$ cat config.mk
export PLATFORM = sky130hd
export DESIGN_NAME = iobus_write_buffer_flat
export DESIGN_NICKNAME = d
export VERILOG_FILES = /design/src/rtl/otter_iobus_pkg.sv /design/src/rtl/iobus_write_buffer_if.sv /design/src/rtl/iobus_fifo.sv /design/src/rtl/iobus_write_buffer.sv /design/src/flat_wrapper.sv
export SDC_FILE = /design/constraint.sdc
export NUM_CORES = 1
export LEC_CHECK = 0
export ABC_CLOCK_PERIOD_IN_PS = 2950
export CORE_UTILIZATION = 25
export DETAILED_ROUTE_END_ITERATION = 8
export GPL_ROUTABILITY_DRIVEN = 0
export GPL_TIMING_DRIVEN = 0
export PLACE_DENSITY = 0.54
export SYNTH_ARGS = -nofsm -noshare
export SYNTH_HDL_FRONTEND = slang
export SYNTH_SLANG_ARGS = --single-unit
export TNS_END_PERCENT = 100
$ cat constraint.sdc
create_clock -name CLK -period 2.95 [get_ports CLK]
set_input_delay 0.885 -clock CLK [delete_from_list [all_inputs] [get_ports CLK]]
set_output_delay 0.885 -clock CLK [all_outputs]
set_load 0.02 [all_outputs]
$ cat src/rtl/otter_iobus_pkg.sv
// Shared types and constants for the MCU store write buffer.
// Holds the buffered entry layout, the drain FSM states and the MMIO window check.
package otter_iobus_pkg;

    localparam logic [31:0] MMIO_BASE_DEFAULT = 32'h1100_0000;

    typedef struct packed {
        logic [31:0] addr;
        logic [31:0] data;
    } iobus_entry_t;

    typedef enum logic [0:0] {
        IDLE = 1'b0,
        SEND = 1'b1
    } drain_state_t;

    // Unsigned compare: stores at or above the base address are buffered.
    function automatic logic in_mmio(input logic [31:0] addr, input logic [31:0] base);
        return (addr >= base);
    endfunction

endpackage

$ cat src/rtl/iobus_write_buffer_if.sv
// Bus bundle between the MCU store port, the write buffer and the peripheral bus.
interface iobus_write_buffer_if;

    logic        IOBUS_WR;
    logic [31:0] IOBUS_ADDR;
    logic [31:0] IOBUS_OUT;
    logic        BUF_FULL;
    logic        BUF_EMPTY;
    logic        PERIPH_VALID;
    logic [31:0] PERIPH_ADDR;
    logic [31:0] PERIPH_DATA;
    logic        PERIPH_READY;
    logic        OVF;

    modport slave (
        input  IOBUS_WR, IOBUS_ADDR, IOBUS_OUT, PERIPH_READY,
        output BUF_FULL, BUF_EMPTY, PERIPH_VALID, PERIPH_ADDR, PERIPH_DATA, OVF
    );

    modport master (
        output IOBUS_WR, IOBUS_ADDR, IOBUS_OUT, PERIPH_READY,
        input  BUF_FULL, BUF_EMPTY, PERIPH_VALID, PERIPH_ADDR, PERIPH_DATA, OVF
    );

endinterface

$ cat src/rtl/iobus_fifo.sv
// Circular store buffer: storage, wrap-around pointers and occupancy.
// next_head is the entry that will sit at the head after the current edge (write bypass included).
module iobus_fifo
    import otter_iobus_pkg::*;
#(
    parameter int DEPTH = 4
) (
    input  logic                   clk,
    input  logic                   rst_n,
    input  logic                   push,
    input  logic                   pop,
    input  iobus_entry_t           push_entry,
    output logic                   full,
    output logic                   empty,
    output logic [$clog2(DEPTH):0] count_next,
    output iobus_entry_t           next_head
);

    localparam int PW = $clog2(DEPTH);
    localparam int CW = PW + 1;
    localparam logic [PW-1:0] PTR_ONE = PW'(1);

    iobus_entry_t  mem_r [DEPTH];
    logic [PW-1:0] wr_ptr_r;
    logic [PW-1:0] rd_ptr_r;
    logic [PW-1:0] rd_ptr_next_s;
    logic [CW-1:0] count_r;
    logic          push_ok_s;
    logic          pop_ok_s;

    assign full      = (count_r == CW'(DEPTH));
    assign empty     = (count_r == CW'(0));
    assign push_ok_s = push && !full;
    assign pop_ok_s  = pop && !empty;

    // Storage array; contents are don't-care after reset.
    always_ff @(posedge clk) begin
        if (push_ok_s) begin
            mem_r[wr_ptr_r] <= push_entry;
        end
    end

    // Pointer and occupancy registers.
    always_ff @(posedge clk or negedge rst_n) begin
        if (!rst_n) begin
            wr_ptr_r <= PW'(0);
            rd_ptr_r <= PW'(0);
            count_r  <= CW'(0);
        end else begin
            if (push_ok_s) begin
                wr_ptr_r <= wr_ptr_r + PTR_ONE;
            end
            if (pop_ok_s) begin
                rd_ptr_r <= rd_ptr_r + PTR_ONE;
            end
            count_r <= count_next;
        end
    end

    // Next occupancy and next head, bypassing a store that lands on the new head slot.
    always_comb begin
        count_next    = count_r;
        rd_ptr_next_s = rd_ptr_r;
        next_head     = mem_r[rd_ptr_r];
        case ({push_ok_s, pop_ok_s})
            2'b10:   count_next = count_r + CW'(1);
            2'b01:   count_next = count_r - CW'(1);
            default: count_next = count_r;
        endcase
        if (pop_ok_s) begin
            rd_ptr_next_s = rd_ptr_r + PTR_ONE;
        end else begin
            rd_ptr_next_s = rd_ptr_r;
        end
        if (push_ok_s && (rd_ptr_next_s == wr_ptr_r)) begin
            next_head = push_entry;
        end else begin
            next_head = mem_r[rd_ptr_next_s];
        end
    end

endmodule

$ cat src/rtl/iobus_write_buffer.sv
// MCU store write buffer: filters MMIO stores into a FIFO and drains them to the
// peripheral bus through a registered valid/ready port, flagging dropped stores.
module iobus_write_buffer
    import otter_iobus_pkg::*;
#(
    parameter int          DEPTH     = 4,
    parameter logic [31:0] MMIO_BASE = MMIO_BASE_DEFAULT
) (
    input  logic                 CLK,
    input  logic                 RST_N,
    iobus_write_buffer_if.slave  bus
);

    localparam int CW = $clog2(DEPTH) + 1;

    drain_state_t  state_r;
    logic          valid_r;
    logic [31:0]   addr_r;
    logic [31:0]   data_r;
    logic          ovf_r;
    logic          wr_hit_s;
    logic          push_s;
    logic          drop_s;
    logic          pop_s;
    logic          fifo_full_s;
    logic          fifo_empty_s;
    logic [CW-1:0] count_next_s;
    iobus_entry_t  push_entry_s;
    iobus_entry_t  next_head_s;

    // A full buffer drops the store even if the head leaves in the same cycle.
    assign wr_hit_s     = bus.IOBUS_WR && in_mmio(bus.IOBUS_ADDR, MMIO_BASE);
    assign push_s       = wr_hit_s && !fifo_full_s;
    assign drop_s       = wr_hit_s && fifo_full_s;
    assign pop_s        = valid_r && bus.PERIPH_READY;
    assign push_entry_s = '{addr: bus.IOBUS_ADDR, data: bus.IOBUS_OUT};

    iobus_fifo #(
        .DEPTH (DEPTH)
    ) u_fifo (
        .clk        (CLK),
        .rst_n      (RST_N),
        .push       (push_s),
        .pop        (pop_s),
        .push_entry (push_entry_s),
        .full       (fifo_full_s),
        .empty      (fifo_empty_s),
        .count_next (count_next_s),
        .next_head  (next_head_s)
    );

    // Drain FSM with registered head copy and sticky overflow flag.
    always_ff @(posedge CLK or negedge RST_N) begin
        if (!RST_N) begin
            state_r <= IDLE;
            valid_r <= 1'b0;
            addr_r  <= 32'h0000_0000;
            data_r  <= 32'h0000_0000;
            ovf_r   <= 1'b0;
        end else begin
            case (state_r)
                IDLE: begin
                    if (count_next_s != CW'(0)) begin
                        state_r <= SEND;
                        valid_r <= 1'b1;
                    end else begin
                        state_r <= IDLE;
                        valid_r <= 1'b0;
                    end
                end
                SEND: begin
                    if (pop_s && (count_next_s == CW'(0))) begin
                        state_r <= IDLE;
                        valid_r <= 1'b0;
                    end else begin
                        state_r <= SEND;
                        valid_r <= 1'b1;
                    end
                end
                default: begin
                    state_r <= IDLE;
                    valid_r <= 1'b0;
                end
            endcase
            if (count_next_s != CW'(0)) begin
                addr_r <= next_head_s.addr;
                data_r <= next_head_s.data;
            end
            ovf_r <= ovf_r | drop_s;
        end
    end

    assign bus.BUF_FULL     = fifo_full_s;
    assign bus.BUF_EMPTY    = fifo_empty_s && (state_r == IDLE);
    assign bus.PERIPH_VALID = valid_r;
    assign bus.PERIPH_ADDR  = addr_r;
    assign bus.PERIPH_DATA  = data_r;
    assign bus.OVF          = ovf_r;

endmodule

$ cat src/flat_wrapper.sv
// flat-port wrapper written by rule: the top's interface ports become plain ports
module iobus_write_buffer_flat import otter_iobus_pkg::*;
#(
    parameter int          DEPTH     = 4,
    parameter logic [31:0] MMIO_BASE = MMIO_BASE_DEFAULT
)
  (CLK, RST_N, bus_IOBUS_WR, bus_IOBUS_ADDR, bus_IOBUS_OUT, bus_PERIPH_READY, bus_BUF_FULL, bus_BUF_EMPTY, bus_PERIPH_VALID, bus_PERIPH_ADDR, bus_PERIPH_DATA, bus_OVF);
  iobus_write_buffer_if bus_i ();
  input  logic CLK;
  input  logic RST_N;
  input wire logic [$bits(bus_i.IOBUS_WR)-1:0] bus_IOBUS_WR;
  input wire logic [$bits(bus_i.IOBUS_ADDR)-1:0] bus_IOBUS_ADDR;
  input wire logic [$bits(bus_i.IOBUS_OUT)-1:0] bus_IOBUS_OUT;
  input wire logic [$bits(bus_i.PERIPH_READY)-1:0] bus_PERIPH_READY;
  output wire logic [$bits(bus_i.BUF_FULL)-1:0] bus_BUF_FULL;
  output wire logic [$bits(bus_i.BUF_EMPTY)-1:0] bus_BUF_EMPTY;
  output wire logic [$bits(bus_i.PERIPH_VALID)-1:0] bus_PERIPH_VALID;
  output wire logic [$bits(bus_i.PERIPH_ADDR)-1:0] bus_PERIPH_ADDR;
  output wire logic [$bits(bus_i.PERIPH_DATA)-1:0] bus_PERIPH_DATA;
  output wire logic [$bits(bus_i.OVF)-1:0] bus_OVF;
  assign bus_i.IOBUS_WR = bus_IOBUS_WR;
  assign bus_i.IOBUS_ADDR = bus_IOBUS_ADDR;
  assign bus_i.IOBUS_OUT = bus_IOBUS_OUT;
  assign bus_i.PERIPH_READY = bus_PERIPH_READY;
  assign bus_BUF_FULL = bus_i.BUF_FULL;
  assign bus_BUF_EMPTY = bus_i.BUF_EMPTY;
  assign bus_PERIPH_VALID = bus_i.PERIPH_VALID;
  assign bus_PERIPH_ADDR = bus_i.PERIPH_ADDR;
  assign bus_PERIPH_DATA = bus_i.PERIPH_DATA;
  assign bus_OVF = bus_i.OVF;
  iobus_write_buffer #(.DEPTH(DEPTH), .MMIO_BASE(MMIO_BASE)) u_core (.CLK(CLK), .RST_N(RST_N), .bus(bus_i));
endmodule
# == Yosys cells after proc, flatten, opt, wreduce, memory -nomap -nowiden ==
# Memories as Yosys holds them, arrays and structs flattened. A register that Yosys moved wholly into a read port is not among the register bits.
# Index checks and enable logic that the tools add are counted.
# totals
in_bits,68
romBits,0
out_inout_bits,68
latchBits,0
regBits,9
memories,1
mem_bits_rw,256
# classes
order_cmp,1
reduce_logical,14
multipliers,0
bitwise_logic,2
n_shift,0
muxes,7
eq_ne,3
n_addsub,4
n_div,0
# mem_list
name,words,word_bits,read_ports,rd_ports_with_merged_regs,write_ports,line,rtl
u_core.u_fifo.mem_r,4,64,1,1,1,iobus_fifo.sv:23,iobus_entry_t mem_r [DEPTH];
# ops
op,n
greater-or-equal comparator 32 x 29 -> 1 bit (second input constant),1
logical AND 1 bit,8
zero test 3 bit,2
case mux 3 bit (2 select lines),1
adder 2 x 1 -> 2 bit (second input constant),2
two-way mux 1 bit,4
adder 3 x 1 -> 3 bit (second input constant),1
== test 3 bit (second input constant),1
zero test 1 bit,3
nonzero test 3 bit,1
subtractor 3 x 1 -> 3 bit (second input constant),1
== test 2 x 1 -> 1 bit (second input constant),1
== test 2 bit (second input constant),1
two-way mux 2 bit,1
case mux 1 bit (2 select lines),1
NOT 1 bit,1
bitwise OR 1 bit,1

# == Longest topological paths before layout ==
# Gate-level depths: netlist of the first run.
# depth
word_depth,10
depth_mapped,13

# == Modules after synthesis ==
# Synthesis of the first run repeated with hierarchy kept, for this count alone.
# unflattened
hier_cells,1467
hier_area_um2,15347.2
# modules_own_cells
mod,cells_per_inst,instances,area_per_inst_um2
iobus_fifo,1317,1,12826.1
iobus_write_buffer,150,1,2521.2

# == Worst setup path after synthesis of the first run ==
# Ideal clock, no wire load.
# synth_path
path_kind,input port to flip-flop
start,in bus_IOBUS_ADDR[26]
end,"reg u_core.addr_r[0], in the netlist u_core.bus.PERIPH_ADDR[0], read port of u_core.u_fifo.mem_r"
setup_ns,0.126
arrival_time_ns,3.717
cell_stages,13
path_slack_ns,-0.893
required_time_ns,2.824
path_buffers,2
cell_sequence,o41ai_1 a211oi_2 inv_1 ha_1 inv_1 fa_1 xor2_1 or3_1 and4_1 clkbuf_1 clkbuf_1 and2_1 a221o_1
# synth_between
elab_chain_cells,7
# synth_lines
element,line,rtl
"start, declared",flat_wrapper.sv:12,input wire logic [$bits(bus_i.IOBUS_ADDR)-1:0] bus_IOBUS_ADDR;
greater-or-equal comparator 32 x 29 -> 1 bit (*),otter_iobus_pkg.sv:19,return (addr >= base);
logical AND 1 bit (*),iobus_write_buffer.sv:32,"assign wr_hit_s = bus.IOBUS_WR && in_mmio(bus.IOBUS_ADDR, MMIO_BASE);"
logical AND 1 bit (*),iobus_write_buffer.sv:33,assign push_s = wr_hit_s && !fifo_full_s;
logical AND 1 bit (*),iobus_fifo.sv:33,assign push_ok_s = push && !full;
== test 2 x 1 -> 1 bit / == test 2 bit (equally long branches),iobus_fifo.sv:65,"case ({push_ok_s, pop_ok_s})"
case mux 3 bit (2 select lines) (*),iobus_fifo.sv:65,
nonzero test 3 bit (*),iobus_write_buffer.sv:85,if (count_next_s != CW'(0)) begin
"end, declared",iobus_write_buffer.sv:18,logic [31:0] addr_r;
# Every way passes the cells marked *; elsewhere a longest branch is shown, timed or not.
# A chain may end at the register's enable or synchronous reset.

# == Worst setup path after layout of the first run ==
# layout_path
start,in bus_IOBUS_ADDR[27]
end,"reg u_core.addr_r[4], in the netlist u_core.bus.PERIPH_ADDR[4], read port of u_core.u_fifo.mem_r"
# Same word-level chain as after synthesis.

==> flow_metrics.py, run 1 <==
metrics = {
    "yosys": {
        "synth-edff-count": 256,
        "synth-compound-area-share_pct": 4.87,
        "synthTopCellsByCount": "edfxtp_1, mux4_2, dfrtp_1, and2_1, mux2_2",
        "synth_ff_type": "edfxtp_1",
        "netlist_area_um2": 14900,
        "synth.mux.area_fraction_pct": 24.3,
        "yosysSeqAreaShare_pct": 63.9,
        "yosysMostFrequentCell": "edfxtp_1",
        "ys_warn_count": 0,
        "synthXorXnorAreaFrac_pct": 0.597,
        "yosys.area.top_type_share_pct": 51.6,
        "synth_top_family_by_area": "multiplexers",
        "synth.distinct_cells": 31,
        "synth-adder-area-share_pct": 0.555,
        "synth_top_area_cell": "edfxtp_1",
        "avgSynthCellArea_um2": 19.8,
        "syn_inst": 753,
        "synth_seq_cells": 329,
        "async_reset_ff_share_pct": 22.2,
        "synth-simple-area-share_pct": 3.28,
        "synth.area.top_cells": "edfxtp_1, mux4_2, dfrtp_1, mux2_2, a221o_1",
        "syn_nets": 827,
    },
    "power_and_ir_drop": {
        "p_leak_nw": 6.48,
        "ir_worst_vdd_mv": 0.680,
        "power_density_nw_per_um2": 1210,
    },
    "timing": {
        "clock_skew_ns": 0.0201,
        "setup_slack_ns": -0.281,
        "setup_viol": 64,
        "hold_viol_final": 0,
        "min_period_ns": 3.23,
        "max_slew_margin_pct": 35.6,
        "worst_pin_slew_ns": 0.966,
        "rsz0062_at_grt": "yes",
        "slew_viol_final": 0,
        "fin_crit_sh_pct": 110,
        "whs_ns": 0.395,
        "max_freq_mhz": 309,
    },
    "global_routing": {
        "grt_pass1_vias": 9169,
        "antenna_found_initial": 2,
        "grtUsageTotal_pct": 13.3,
        "gr-total-overflow": 0,
        "grt_max_degree": 43,
        "grt_first_pass_wirelength_mm": 58.8,
    },
    "clock_network": {
        "cts_buffers": 39,
        "cts_tree": "built",
        "htreeDepth": 2,
        "insertion_delay_ns": 0.55,
        "clk_pin_slew_ns": 0.06,
        "clock_sinks": 329,
        "cts_max_path_buffers": 3,
        "cts_root_buffer": "clkbuf_16",
        "hold_buffers": 0,
    },
    "run": {
        "cap_violations": 0,
    },
    "place": {
        "dp_cells": 1666,
        "dp_hpwl_mm": 24.2,
        "portBuffers": 135,
    },
    "route": {
        "vias_per_cell": 4.66,
        "dr.first_iter.drc_count": 395,
        "first_pass_iters": 5,
        "wl_per_cell_um": 22.5,
        "vias": 8153,
        "wl_mm": 39.5,
        "drc": 0,
        "ant_nets": 0,
    },
    "cells_and_area": {
        "final_nets": 1022,
        "layout-drive-gt1-share_pct": 35.7,
        "fillers": 5646,
        "post-route-util_pct": 32.2,
        "finalNonFillerCells": 1751,
        "area_growth_pct": 27.5,
    },
    "worst_setup_path": {
        "crit_fanout": 10,
        "critPathKind": "in2reg",
        "startpoint_type": "input port",
        "crit_required_ns": 3.37,
        "crit_path_end_kind": "flip-flop",
        "worstPathArrival_ns": 3.65,
    },
    "floorplan": {
        "die_h_um": 246,
        "core_area_um2": 58900,
        "dieArea_um2": 60500,
        "start_util_pct": 25.3,
        "io-pin-count": 136,
        "num_rows": 89,
        "dieWidth_um": 246,
    },
    "status": {
        "outcome": "finished with violations",
        "violations": "setup timing",
    },
    "min_path": {
        "min_path_type": "in2async",
    },
}
[cell usage in the layout (no fill, tap or decap), types with 2 or more instances in the layout]
| master | count |
|---|---|
| clkdlybuf4s15_2 | 2 |
| o21ai_0 | 2 |
| dlygate4sd2_1 | 4 |
| xnor2_1 | 2 |
| buf_2 | 22 |
| a221o_1 | 64 |
| and2_4 | 20 |
| dfrtp_1 | 71 |
| mux4_2 | 128 |
| inv_2 | 3 |
| nand2_1 | 2 |
| buf_1 | 5 |
| edfxtp_1 | 256 |
| clkbuf_16 | 48 |
| xor2_1 | 3 |
| buf_12 | 3 |
| clkbuf_8 | 6 |
| buf_4 | 13 |
| mux2_2 | 64 |
| buf_8 | 7 |
| dfrtp_2 | 2 |
| and2_1 | 50 |
| clkdlybuf4s50_1 | 122 |
| ha_1 | 4 |
| clkinv_1 | 4 |
| inv_1 | 8 |
| buf_6 | 8 |
| clkinvlp_4 | 3 |
| clkbuf_1 | 22 |
| clkinv_2 | 3 |
| xnor3_1 | 2 |
| buf_16 | 5 |
[sequential cells by signal, indices dropped and copies added (netlist names)]
register,cells
u_core.bus.OVF,1
u_core.u_fifo.wr_ptr_r,2
u_core.state_r,1
u_core.u_fifo.mem_r,256
u_core.bus.PERIPH_ADDR,32
u_core.bus.PERIPH_DATA,32
u_core.u_fifo.count_r,3
u_core.u_fifo.rd_ptr_r,2
[area by class of cell]
| class | count | area (um^2) | area share, % |
|---|---|---|---|
| antenna | 1 | 2.50 | 0.0132 |
| buffer | 56 | 507 | 2.67 |
| clock buffer | 60 | 1150 | 6.04 |
| clock inverter | 10 | 52.6 | 0.277 |
| inverter | 11 | 41.3 | 0.217 |
| multi-input combinational | 357 | 5120 | 26.9 |
| sequential | 329 | 9520 | 50.1 |
| tap | 773 | 967 | 5.09 |
| timing repair buffer | 154 | 1640 | 8.63 |
[path summary, 6_finish.rpt]
path | startpoint | endpoint | slack [ns] | cells after the start
max in group asynchronous | RST_N | u_core.u_fifo.count_r[0]$_DFF_PN0_ | 1.89 | 2
min | RST_N | u_core.bus.PERIPH_DATA[7]$_DFFE_PN0P_ | 0.40 | 1
max reg2reg | u_core.u_fifo.count_r[0]$_DFF_PN0_ | u_core.bus.PERIPH_DATA[7]$_DFFE_PN0P_ | -0.21 | 12
min in group CLK | u_core.bus.OVF$_DFF_PN0_ | u_core.bus.OVF$_DFF_PN0_ | 0.46 | 1
min reg2reg | u_core.bus.OVF$_DFF_PN0_ | u_core.bus.OVF$_DFF_PN0_ | 0.46 | 1
max | bus_IOBUS_ADDR[27] | u_core.bus.PERIPH_ADDR[4]$_DFFE_PN0P_ | -0.28 | 14
[worst max-delay path, cell delays in order]
cell and delay [ns]:
buf_8 0.11, o41ai_4 0.41, a211oi_4 0.13, inv_1 0.08, ha_2 0.17, inv_2 0.04
fa_2 0.33, xor2_1 0.15, o21ai_1 0.16, and4_4 0.31, and3b_1 0.22, buf_12 0.17
buf_6 0.16, a221o_1 0.32
[what timing repair did]
action | in CTS | in global routing
setup endpoints to repair | 206 | 65
setup buffers | 10 | 1
pin swaps | 14 | 4
gates cloned | 3 | 0
resized for setup | 82 | 3
[stage by stage]
stage	power [mW]	area [um^2]	setup TNS, ns	setup slack, ns
finish	23.0	19000	-16.57	-0.281
global route	24.3	19000	-20.84	-0.354
CTS	23.5	19000	-14.17	-0.252
detailed placement	18.0	17500	-264.78	-2.05
global placement	17.8	17300	-714.86	-2.76
floorplan	14.2	15000	-33.94	-0.538
[routing by layer]
metal,track usage [%],part of all wire [%]
met4,3.43,1.7
met3,2.65,4.1
met1,16.8,44
met2,23.1,51
met5,0,0.068
[report_power, final]
group	switching, mW	total (mW)	internal (mW)
Combinational	5.47	11.5	6.04
Sequential	0.570	6.96	6.39
Clock	1.88	4.55	2.67
[cell families after synthesis]
logic type	after synthesis
flip-flops	329
multiplexers	193
AND/OR/NAND/NOR	78
AO/OA/AOI/OAI	73
buffers and inverters	67
XOR/XNOR	7
adder cells (fa/ha/maj)	6
No activity file was read; power rests on OpenSTA's default activity.
==> inputs of run 2 (changes only) <==
Settings changed: SETUP_SLACK_MARGIN set to 0.5.
==> flow_metrics.py, run 2 (synthesized netlist as in run 1, its figures left out) <==
metrics = {
    "timing": {
        "max_slew_margin_pct": 33.0,
        "clock_skew_ns": 0.0135,
        "hold_viol_final": 0,
        "setup_slack_ns": -0.299,
        "whs_ns": 0.361,
        "fin_crit_sh_pct": 110,
        "rsz0062_at_grt": "yes",
        "min_period_ns": 3.25,
        "max_freq_mhz": 308,
        "slew_viol_final": 0,
        "setup_viol": 64,
        "worst_pin_slew_ns": 1.01,
    },
    "route": {
        "wl_mm": 41.5,
        "wl_met3_mm": 2.40,
        "met1_length_mm": 17.9,
        "vias_per_cell": 4.75,
        "first_pass_iters": 5,
        "dr.first_iter.drc_count": 562,
        "vias": 8349,
        "wl_per_cell_um": 23.6,
        "ant_nets": 0,
        "top_layer_used": "met5",
        "dr_wl_met2_mm": 20.4,
        "drc": 0,
    },
    "floorplan": {
        "dieWidth_um": 246,
        "core_area_um2": 58900,
        "start_util_pct": 25.3,
        "dieArea_um2": 60500,
        "io-pin-count": 136,
        "die_h_um": 246,
        "num_rows": 89,
    },
    "place": {
        "placed_area_um2": 17500,
        "dp_hpwl_mm": 24.5,
        "place_ws_ns": -2.05,
        "portBuffers": 135,
    },
    "power_and_ir_drop": {
        "ir_worst_vdd_mv": 0.540,
        "power_density_nw_per_um2": 1220,
        "p_leak_nw": 6.74,
    },
    "clock_network": {
        "htreeDepth": 2,
        "hold_buffers": 0,
        "cts_max_path_buffers": 3,
        "cts_buffers": 39,
        "cts_tree": "built",
        "cts_root_buffer": "clkbuf_16",
        "insertion_delay_ns": 0.55,
        "clock_sinks": 329,
        "clk_pin_slew_ns": 0.06,
    },
    "cells_and_area": {
        "layout-drive-gt1-share_pct": 37.2,
        "area_growth_pct": 28.3,
        "post-route-util_pct": 32.4,
        "final_cell_mix": "edfxtp_1, mux4_2, clkdlybuf4s50_1, dfrtp_1",
        "layout_commonest_cell": "edfxtp_1",
        "top_register": "u_core.u_fifo.mem_r",
        "final_nets": 1030,
        "final_cell_area_um2": 19100,
        "antenna_cells": 0,
        "largest_reg_flops": 256,
    },
    "worst_setup_path": {
        "path_buf_inv": 5,
        "critPathKind": "in2reg",
        "slowest_delay_ns": 0.42,
        "path_depth": 13,
        "critical_path.cell_chain": "clkdlybuf4s18_2 -> o41ai_4 -> a211oi_4 -> inv_1 -> ha_2 -> inv_2 -> fa_2 -> mux2_4 -> and4_4 -> clkbuf_16 -> clkbuf_16 -> and2_1 -> a221o_1",
        "startpoint_type": "input port",
        "path_common_cell": "clkbuf_16",
        "crit_path_end_kind": "flip-flop",
        "worstPathArrival_ns": 3.67,
        "cpMaxStageDelayCell": "fa_2",
        "crit_fanout": 10,
        "cp_top_family": "buffers and inverters",
        "crit_required_ns": 3.37,
        "r2r_cells": 12,
    },
    "status": {
        "violations": "setup timing",
        "outcome": "finished with violations",
    },
    "run": {
        "cap_violations": 0,
    },
    "min_path": {
        "min_path_type": "in2async",
    },
    "global_routing": {
        "grtUsageTotal_pct": 14.0,
        "gr-total-overflow": 0,
        "antenna_found_initial": 1,
        "grt_pass1_vias": 9372,
        "grt_max_degree": 41,
        "grt_first_pass_wirelength_mm": 61.7,
    },
}
run 2: path summary, 6_finish.rpt:
| path | start | to | slack, ns |
|---|---|---|---|
| max in group asynchronous | RST_N | u_core.u_fifo.count_r[0]$_DFF_PN0_ | 1.91 |
| max reg2reg | u_core.u_fifo.count_r[1]$_DFF_PN0_ | u_core.bus.PERIPH_ADDR[9]$_DFFE_PN0P_ | -0.25 |
| min reg2reg | u_core.bus.OVF$_DFF_PN0_ | u_core.bus.OVF$_DFF_PN0_ | 0.47 |
| min | RST_N | u_core.bus.PERIPH_DATA[14]$_DFFE_PN0P_ | 0.36 |
| max | bus_IOBUS_ADDR[28] | u_core.bus.PERIPH_ADDR[9]$_DFFE_PN0P_ | -0.30 |
| min in group CLK | u_core.bus.OVF$_DFF_PN0_ | u_core.bus.OVF$_DFF_PN0_ | 0.47 |
run 2: worst register-to-register path: stages, from the launching register on:
cell       delay (ns)
dfrtp_2          0.48
o311ai_4         0.32
inv_2            0.08
clkbuf_16        0.18
ha_2             0.20
inv_2            0.06
fa_2             0.42
mux2_4           0.28
and4_4           0.24
clkbuf_16        0.21
clkbuf_16        0.19
and2_1           0.16
a221o_1          0.27
run 2: area by class of cell:
class | instances | area, um^2
buffer | 56 | 546
clock buffer | 56 | 1090
clock inverter | 14 | 124
fill | 5644 | 39800
inverter | 11 | 41.3
multi-input combinational | 361 | 5160
sequential | 329 | 9520
tap | 773 | 967
timing repair buffer | 158 | 1660
run 2: metal layers:
layer,vias to the layer above,GRT usage (%)
met5,-,0
met3,60,2.92
li1,3593,-
met4,2,4.26
met1,4471,18.1
met2,223,23.6
run 2: what timing repair did:
action | 4_1_cts | 5_1_grt
cloned | 7 | 1
resized for setup | 123 | 21
pin swaps | 12 | 1
endpoints found under the setup margin | 345 | 85
buffers inserted | 13 | 1
run 2: power by group:
part | internal (mW) | switching (mW) | leakage [nW] | total, mW
clock network | 2.74 | 1.92 | 0.600 | 4.66
registers | 6.39 | 0.582 | 3.20 | 6.97
logic | 6.04 | 5.66 | 2.93 | 11.7
run 2: metrics by stage:
stage | TNS (ns) | power (mW) | std cells
after floorplan | -33.94 | 14.2 | 753
after global placement | -718.53 | 17.8 | 1661
after detailed placement | -259.61 | 18.0 | 1666
after CTS | -14.89 | 23.7 | 1756
after global routing | -24.60 | 24.7 | 1758
final | -16.57 | 23.3 | 1758
==> inputs of run 3 (changes only) <==
Settings changed: CORE_UTILIZATION 25 to 30, PLACE_DENSITY 0.54 to 0.6.
==> flow_metrics.py, run 3 (synthesized netlist as in run 1, its figures left out) <==
metrics = {
    "route": {
        "ant_nets": 0,
        "vias_per_cell": 4.95,
        "first_pass_iters": 4,
        "dr.first_iter.drc_count": 471,
        "met1_length_mm": 16.1,
        "wl_per_cell_um": 22.8,
        "wl_met3_mm": 1.88,
        "wl_mm": 37.7,
        "top_layer_used": "met5",
        "dr_wl_met2_mm": 18.8,
        "vias": 8187,
        "drc": 0,
    },
    "global_routing": {
        "grtUsageTotal_pct": 14.8,
        "gr-total-overflow": 0,
        "grt_max_degree": 51,
        "grt_pass1_vias": 9058,
        "antenna_found_initial": 2,
        "grt_first_pass_wirelength_mm": 55.4,
    },
    "power_and_ir_drop": {
        "power.total_mw": 23.2,
        "ir_worst_vdd_mv": 0.809,
        "p_seq_share_pct": 29.9,
        "p_int_mw": 15.4,
        "combPwrFrac_pct": 48.9,
        "pwr-share-clk_pct": 21.2,
        "swShare_pct": 33.7,
        "p_sw_mw": 7.83,
        "power_density_nw_per_um2": 1220,
        "p_leak_nw": 6.67,
    },
    "clock_network": {
        "insertion_delay_ns": 0.55,
        "cts_max_path_buffers": 3,
        "hold_buffers": 0,
        "clock_sinks": 329,
        "cts_root_buffer": "clkbuf_16",
        "cts_buffers": 39,
        "cts_tree": "built",
        "clk_pin_slew_ns": 0.06,
        "htreeDepth": 2,
    },
    "timing": {
        "hold_viol_final": 0,
        "max_freq_mhz": 310,
        "worst_pin_slew_ns": 0.973,
        "min_period_ns": 3.23,
        "fin_crit_sh_pct": 109,
        "slew_viol_final": 0,
        "setup_tns_ns": -16.11,
        "max_slew_margin_pct": 35.1,
        "rsz0062_at_grt": "yes",
        "clock_skew_ns": 0.0122,
        "setup_viol": 64,
        "setup_slack_ns": -0.279,
    },
    "floorplan": {
        "num_rows": 81,
        "die_h_um": 225,
        "dieArea_um2": 50500,
        "core_area_um2": 49000,
        "io-pin-count": 136,
        "dieWidth_um": 225,
        "start_util_pct": 30.4,
    },
    "cells_and_area": {
        "layout-drive-gt1-share_pct": 37.0,
        "final_cell_mix": "edfxtp_1, mux4_2, clkdlybuf4s50_1, dfrtp_1",
        "multi_input_area_um2": 5140,
        "final_nets": 1033,
        "largest_reg_flops": 256,
        "layout_commonest_cell": "edfxtp_1",
        "final_cell_area_um2": 19100,
        "regArea_um2": 9520,
        "top_register": "u_core.u_fifo.mem_r",
        "fillers": 4479,
        "area_growth_pct": 28.0,
    },
    "worst_setup_path": {
        "crit_required_ns": 3.37,
        "worstPathArrival_ns": 3.65,
        "critical_path.cell_chain": "buf_8 -> o41ai_4 -> a211oi_4 -> inv_1 -> ha_2 -> inv_2 -> fa_2 -> mux2_4 -> and4_4 -> and3b_1 -> buf_12 -> buf_6 -> a221o_1",
        "crit_fanout": 10,
        "startpoint_type": "input port",
        "crit_path_end_kind": "flip-flop",
        "cpMaxStageDelayCell": "fa_2",
        "critPathKind": "in2reg",
        "slowest_delay_ns": 0.51,
    },
    "place": {
        "portBuffers": 135,
        "place_ws_ns": -2.03,
        "dp_hpwl_mm": 22.3,
        "placed_area_um2": 17300,
    },
    "min_path": {
        "min_path_type": "in2async",
    },
    "run": {
        "cap_violations": 0,
    },
    "status": {
        "violations": "setup timing",
        "outcome": "finished with violations",
    },
}
==> run 3: per-stage QoR <==
stage / util, % / cells / hold slack [ns]
global placement: 35.1 / 1552 / 0.450
detailed placement: 35.4 / 1557 / 0.455
finish: 38.9 / 1654 / 0.355
CTS: 38.3 / 1636 / 0.356
global route: 38.9 / 1653 / 0.385
floorplan: - / 753 / 0.565
==> run 3: critical path, delay by kind of cell <==
kind / cells / cell delay (ns)
AND/OR/NAND/NOR: 2 / 0.51
AO/OA/AOI/OAI: 3 / 0.86
multiplexers: 1 / 0.15
buffers and inverters: 5 / 0.52
adder cells (fa/ha/maj): 2 / 0.69
==> run 3: final timing paths <==
check	start	cells after the start	slack (ns)	end
min in group CLK	u_core.bus.OVF$_DFF_PN0_	1	0.46	u_core.bus.OVF$_DFF_PN0_
setup / recovery	bus_IOBUS_ADDR[26]	13	-0.28	u_core.bus.PERIPH_ADDR[9]$_DFFE_PN0P_
hold / removal	RST_N	1	0.36	u_core.bus.PERIPH_DATA[19]$_DFFE_PN0P_
hold reg to reg	u_core.bus.OVF$_DFF_PN0_	1	0.46	u_core.bus.OVF$_DFF_PN0_
setup reg to reg	u_core.u_fifo.count_r[0]$_DFF_PN0_	12	-0.25	u_core.bus.PERIPH_ADDR[9]$_DFFE_PN0P_
max in group asynchronous	RST_N	2	1.89	u_core.u_fifo.count_r[1]$_DFF_PN0_
==> run 3: metal layers <==
metal | up-vias | track usage (%)
met5 | - | 0
met4 | 2 | 4.83
met3 | 64 | 2.91
met2 | 197 | 25.3
met1 | 4329 | 18.8
li1 | 3595 | -
==> run 3: area by class of cell <==
cell class                 instances  area share [%]
antenna                            1          0.0131
buffer                            56            2.57
clock buffer                      48            5.57
clock inverter                    23            1.28
inverter                          11           0.217
multi-input combinational        359            27.0
sequential                       329            49.9
tap                              664            4.36
timing repair buffer             163            9.05
==> run 3: power groups by stage <==
stage               logic (mW)  clock network, mW  registers [mW]
CTS                       11.1               5.08            6.95
detailed placement        10.7                  0            7.03
global placement          10.5                  0            7.03
floorplan                 6.75                  0            7.46
finish                    11.4               4.92            6.95
global route              12.2               5.23            7.09
==> run 3: repair_timing <==
action	in CTS	in global routing
pin swaps	7	9
gates resized for setup	64	55
endpoints found under the setup margin	311	204
gates cloned	0	5
setup buffers	8	12
